`src/rtl/credit_pkg.sv`:
```
// rtl/credit_pkg.sv - shared state type, default sizing and parameter legality for credit_tracker
package credit_pkg;

  // Sender-side link states: INIT loads the pool, RUN trades credits, ERR traps an overflow
  typedef enum logic [1:0] {
    INIT = 2'd0,
    RUN  = 2'd1,
    ERR  = 2'd2
  } state_e;

  localparam int DEF_WIDTH        = 4;
  localparam int DEF_MAX_CREDITS  = 15;
  localparam int DEF_INIT_CREDITS = 15;

  // Pool must fit in the counter, hold at least one credit, and start no fuller than capacity
  function automatic bit params_legal(input int width, input int max_credits,
                                      input int init_credits);
    return (width >= 1) && (width <= 30) &&
           (max_credits >= 1) && (max_credits <= (1 << width) - 1) &&
           (init_credits >= 0) && (init_credits <= max_credits);
  endfunction

endpackage

```
`src/rtl/credit_tracker.sv`:
```
// rtl/credit_tracker.sv - sender-side credit counter with send gating and sticky overflow trap
module credit_tracker
  import credit_pkg::*;
#(
  parameter int WIDTH        = DEF_WIDTH,
  parameter int MAX_CREDITS  = DEF_MAX_CREDITS,
  parameter int INIT_CREDITS = DEF_INIT_CREDITS
) (
  input  logic             clk,
  input  logic             rst,
  input  logic             send_valid,
  output logic             send_ready,
  input  logic             cred_ret,
  output logic [WIDTH-1:0] cnt,
  output logic             empty,
  output logic             full,
  output logic             err
);

  localparam logic [WIDTH-1:0] MAX_W  = WIDTH'(MAX_CREDITS);
  localparam logic [WIDTH-1:0] INIT_W = WIDTH'(INIT_CREDITS);
  localparam logic [WIDTH-1:0] ONE_W  = WIDTH'(1);

  if (!params_legal(WIDTH, MAX_CREDITS, INIT_CREDITS)) begin : g_param_check
    $error("credit_tracker: illegal WIDTH/MAX_CREDITS/INIT_CREDITS combination");
  end

  state_e           state_q, state_d;
  logic [WIDTH-1:0] cnt_q, cnt_d;
  logic             err_q, err_d;
  logic             fire;

  // Sending is only possible in RUN with at least one credit; this is what prevents underflow
  assign send_ready = (state_q == RUN) && (cnt_q != '0);
  assign fire       = send_valid && send_ready;

  assign cnt   = cnt_q;
  assign err   = err_q;
  // INIT reports an empty, not-full pool regardless of what the counter decode would say
  assign empty = (state_q == INIT) || (cnt_q == '0);
  assign full  = (state_q != INIT) && (cnt_q == MAX_W);

  // Next-state: load pool after INIT, count sends down and returns up, trap a return into a full pool
  always_comb begin
    state_d = state_q;
    cnt_d   = cnt_q;
    err_d   = err_q;
    case (state_q)
      INIT: begin
        state_d = RUN;
        cnt_d   = INIT_W;
      end
      RUN: begin
        if (fire && !cred_ret) begin
          cnt_d = cnt_q - ONE_W;
        end else if (!fire && cred_ret) begin
          if (cnt_q == MAX_W) begin
            state_d = ERR;
            err_d   = 1'b1;
          end else begin
            cnt_d = cnt_q + ONE_W;
          end
        end
      end
      ERR: begin
        state_d = ERR;
      end
      default: begin
        // Unreachable encoding: park in the trap state rather than resume trading credits
        state_d = ERR;
        err_d   = 1'b1;
      end
    endcase
  end

  // State, count and error flag registers; reset wins over every other input
  always_ff @(posedge clk) begin
    if (rst) begin
      state_q <= INIT;
      cnt_q   <= '0;
      err_q   <= 1'b0;
    end else begin
      state_q <= state_d;
      cnt_q   <= cnt_d;
      err_q   <= err_d;
    end
  end

endmodule

```
`config.mk`:
```
export PLATFORM = sky130hd
export DESIGN_NAME = credit_tracker
export DESIGN_NICKNAME = d
export VERILOG_FILES = /design/src/rtl/credit_pkg.sv /design/src/rtl/credit_tracker.sv
export SDC_FILE = /design/constraint.sdc
export NUM_CORES = 1
export LEC_CHECK = 0
export BUFFER_PORTS_ARGS = -buffer_cell sky130_fd_sc_hd__buf_4
export CAP_MARGIN = 20
export CORE_AREA = 3 3 40 42
export CTS_BUF_LIST = sky130_fd_sc_hd__clkbuf_8
export DETAILED_ROUTE_END_ITERATION = 12
export DIE_AREA = 0 0 43 45
export GPL_ROUTABILITY_DRIVEN = 0
export PLACE_DENSITY = 0.68
export SLEW_MARGIN = 40
export SYNTH_ARGS = -nofsm -noshare
export SYNTH_HDL_FRONTEND = slang
export SYNTH_SLANG_ARGS = --single-unit
```
`constraint.sdc`:
```
create_clock -name clk -period 4.75 [get_ports clk]
set_input_delay 0.7125 -clock clk [delete_from_list [all_inputs] [get_ports clk]]
set_output_delay 0.7125 -clock clk [all_outputs]
set_load 0.005 [all_outputs]
```
[Yosys cells after proc, flatten, opt, wreduce, memory -nomap -nowiden]
Cells that the tools add are included.
Storage, ports and cells
  bits in registers: 7
  input bits: 4
  output and inout bits: 8
  word-level logic and storage cells: 43
Operators by class
  $add $sub $neg: 2
  eq/ne operators: 8
  mux-type cells: 12
  bitwise operators: 1
  reductions and logical operators: 17
Operators by type and width (number)
  $mux W4: 3
  $pmux W4 S2: 1
  $mux W2: 3
  $reduce_and A3 Y1: 2
  $logic_and A1 B1 Y1: 5
  $add A4 B1 Y4 const B: 1
  $eq A4 B4 Y1 const B: 1
  $logic_not A4 Y1: 1
  $ne A2 B1 Y1 const B: 2
  $pmux W2 S2: 1
  $reduce_and A4 Y1: 1
  $reduce_bool A2 Y1: 2
  $reduce_bool A4 Y1: 1
  $sub A4 B1 Y4 const B: 1
  $mux W1: 3
  $ne A3 B1 Y1 const B: 1
  $ne A3 B3 Y1 const B: 1
  $eq A2 B1 Y1 const B: 1
  $eq A2 B2 Y1 const B: 1
  $logic_not A1 Y1: 2
  $logic_not A2 Y1: 1
  $ne A2 B2 Y1 const B: 1
  $pmux W1 S2: 1
  $reduce_or A2 Y1: 1
  other kinds (2): 2

[Depth between registers and ports, before layout]
  depth in word-level cells: 8
  mapped depth: 9
  gate-level depth less buffers: 8

[Worst setup path after synthesis]
No wires, ideal clock.
  path kind: input-to-reg
  start: in cred_ret
  end: reg cnt_q[2] (netlist: cnt[2])
  setup time: 0.130 ns
  arrival time: 2.029 ns
  data required time: 4.620 ns
  slack: 2.591 ns
  cell stages on the path: 8
  buffers on the path: 0
  cells stage by stage: and4bb_2 > nand2_2 > xnor2_1 > ha_1 > o21a_1 > o211ai_1 > nor3b_1 > a221oi_1
On the way
  cells in the longest elaborated chain, start to end: 4
Ends and longest elaborated chain
  start, declared: RTL line credit_tracker.sv:13  | input logic cred_ret,
  $logic_not A1 Y1: RTL line credit_tracker.sv:54  | if (fire && !cred_ret) begin
  $logic_and A1 B1 Y1: RTL line credit_tracker.sv:54
  $ne A3 B3 Y1 (no line), or another cell as far along
  $reduce_and A3 Y1 (no line) / $pmux W4 S2 (equally long branches)
  end signal, assigned: RTL line credit_tracker.sv:84  | cnt_q <= cnt_d;
  end, declared: RTL line credit_tracker.sv:29  | logic [WIDTH-1:0] cnt_q, cnt_d;
Parallel ways exist; a longest one is shown, timed or not.
A chain may end at the register's enable or synchronous reset.

[Final worst setup path]
  start: reg cnt_q[1] (netlist: cnt[1])
  end: reg cnt_q[2] (netlist: cnt[2])
On the way
  cells in the longest elaborated chain, start to end: 7
Ends and longest elaborated chain
  branches (longest 7 deep; another with $add A4 B1 Y4)
Parallel ways; which one is timed is not known. The select of a mux whose other input is x is not followed.

==> results_dict.tcl <==
set metrics [dict create \
    status "completed" \
    synth_seq_area_share_pct 28.50 \
    ir_drop_uv 194.1 \
    cts_tree "yes" \
    fin_nets 75 \
    hold_violations 0 \
    async_reset_ff_share_pct 0 \
    viasPerCell 5.940 \
    synth_commonest_cells "7 x dfxtp_1, 6 x inv_1, 5 x a21oi_1" \
    reg2reg_slack_ps 2520 \
    dr_wl_met3_um 48 \
    fillCellCount 133 \
    fin_crit_sh_pct 46.89 \
    drc 0 \
    cp.required_ps 4840 \
    antenna_found_initial 0 \
    grt_max_degree 11 \
    finalMaxSlewViolations 0 \
    synth-edff-count 0 \
    tns_ps 0 \
    avgRoutedWirePerCell_um 13.57 \
    initial_core_util_pct 38.27 \
    final-setup-viol-count 0 \
    crit_path_start "cnt[1]" \
    drt_wl_total_um 1140 \
    areaGrowthSynthToFinish_pct 26.46 \
    cts_sinks 7 \
    yosysMostFrequentCell "dfxtp_1" \
    path_clk_slew_ps 40 \
    syn_nets 61 \
    worstPathArrival_ps 2320 \
    clockRootBuffer "clkbuf_8" \
    ys_warn_count 0 \
    fin_skew_ps 2.217 \
    synth_top_area_share_pct 28.50 \
    die_h_um 45 \
    endpoint "cnt[2]" \
    worstMarginPinSlew_ps 383.4 \
    r2r_start "cnt[1]" \
    clk_latency_ps 220 \
    end_kind "flip-flop" \
    cts_hold_buf 0 \
    hp-class "flip-flop to flip-flop" \
    via_count 499 \
    track_usage_pct 13.47 \
    wl_met1_um 528 \
    reg2reg_depth 8 \
    die_w_um 43 \
    dp_slack_ps 2334 \
    period_needed_ps 2227 \
    worstSetupPathType "flip-flop to flip-flop" \
    cts_resized 0 \
    synthCells 56 \
    netlist_top_cells_area "dfxtp_1 28%, a221oi_1 5.3%, a21oi_1 5.1%, nand4_1 5.1%, inv_1 4.6%" \
    detail-route-antenna-nets 0 \
    overflow 0 \
    dp_hpwl_um 866.7 \
    grt_pass1_vias 440 \
    final_layout_size_suffix_gt1_share_pct 28.99 \
    p_per_area_mw_per_mm2 325.5 \
    maxCapViolations 0 \
    rsz0062_at_grt "no" \
    synth_ff_type "dfxtp_1" \
    cts_buffers 3 \
    postCtsSetupBuffers 0 \
    p_leak_uw 0.0002630 \
    rows 13 \
    ys_ff_latch 7 \
    r2r-end "cnt[2]" \
    cts_buffer_depth 2 \
    grt_first_pass_wirelength_um 1952 \
    critPathLaunchType "flip-flop" \
    max_slew_margin_pct 74.41 \
    cts_max_level 1 \
    numPortBuffers 11 \
    path_max_fanout 10 \
    antennaDiodeCount 0 \
    core_mm2 0.001285 \
    io_pins 12 \
    fmax_ghz 0.4490 \
    firstDrtPassIters 4 \
    die_area_mm2 0.001935 \
    worst_slack_ps 2523 \
    drt-initial-drc-count 16 \
    avgSynthCellArea_um2 8.781 \
    dr_wl_met2_um 553 \
    ys_types 32 \
    synth_top_cell_by_area "dfxtp_1" \
    routed.top_layer "met4" \
    syn_area_um2 491.7 \
]
==> cell usage in the layout (no fill, tap or decap) <==
master,n
o41ai_1,1
o21ai_0,2
dfxtp_1,7
nand3b_1,1
inv_1,7
nor4_4,1
and3_1,1
and2_1,1
or2_1,1
a21oi_1,5
o21a_1,1
ha_1,1
nor3b_1,2
o311a_1,1
a31o_1,1
o21ba_1,1
nand4_1,4
buf_4,11
nor2_1,2
o211ai_1,1
o21bai_1,1
nand2_2,1
and4bb_2,1
nor3_1,2
a221oi_1,3
or4_4,1
o31ai_1,1
nand2_1,1
o211ai_2,1
clkbuf_8,3
xnor2_1,1
o311a_2,1
==> state kept, by name (all words and copies together) (netlist names) <==
signal and cells:
state_q 2, err 1, cnt 4
==> worst min-delay path by stage <==
stage	from	end	slack [ps]	cells after the start
2_1_floorplan	err	err	470	1
3_3_place_gp	err	err	460	1
3_5_place_dp	err	err	470	1
4_1_cts	err	err	480	1
5_1_grt	err	err	510	1
6_report	err	err	480	1
==> power by group <==
group          internal (µW)  switching [µW]
clock                   55.9            25.9
sequential              63.6            12.1
combinational           24.4            20.5
==> cell type report <==
| cell class | instances | area, µm² | share of cell area, % |
|---|---|---|---|
| Tap cell | 15 | 18.77 | 3.018 |
| Sequential cell | 7 | 140.1 | 22.54 |
| Clock buffer | 3 | 41.29 | 6.640 |
| Multi-Input combinational cell | 41 | 312.8 | 50.30 |
| Inverter | 6 | 22.52 | 3.622 |
| Clock inverter | 1 | 3.754 | 0.6036 |
| Timing Repair Buffer | 11 | 82.58 | 13.28 |
==> through the flow <==
stage	power [µW]	instance area [µm²]	cells	util, %	hold WS (ps)
2_1_floorplan	105.9	491.7	56	-	472.1
3_3_place_gp	120.5	576.8	80	44.89	458.8
3_5_place_dp	121.3	576.8	80	44.89	473.5
4_1_cts	204.1	621.8	84	48.39	483.7
5_1_grt	216.8	621.8	84	48.39	508.7
6_report	202.4	621.8	84	48.39	479.3
==> critical path: stages (launching register included) <==
cell and delay, ps:
dfxtp_1 410, or4_4 620, nand2_2 130, xnor2_1 80
ha_1 240, o21a_1 180, o211ai_1 150, nor3b_1 200
a221oi_1 90
==> metal layers <==
layer  vias up  global-route usage, %
met2        11                  21.26
met3         2                  4.781
met5         -                      0
li1        244                      -
met4         0                  5.422
met1       242                  16.79
==> kinds of logic (layout without fill, tap and decap cells) <==
kind of cell    count (synthesis)  in the layout  synth area share (%)
compound gates                 20             20                 31.05
xor+xnor                        1              1                 1.781
fa+ha+maj                       1              1                 2.544
buf+inv                         8             21                 7.887
flops                           7              7                 28.50
simple gates                   19             19                 28.25
Note: power is estimated with default switching activity, not from simulation.
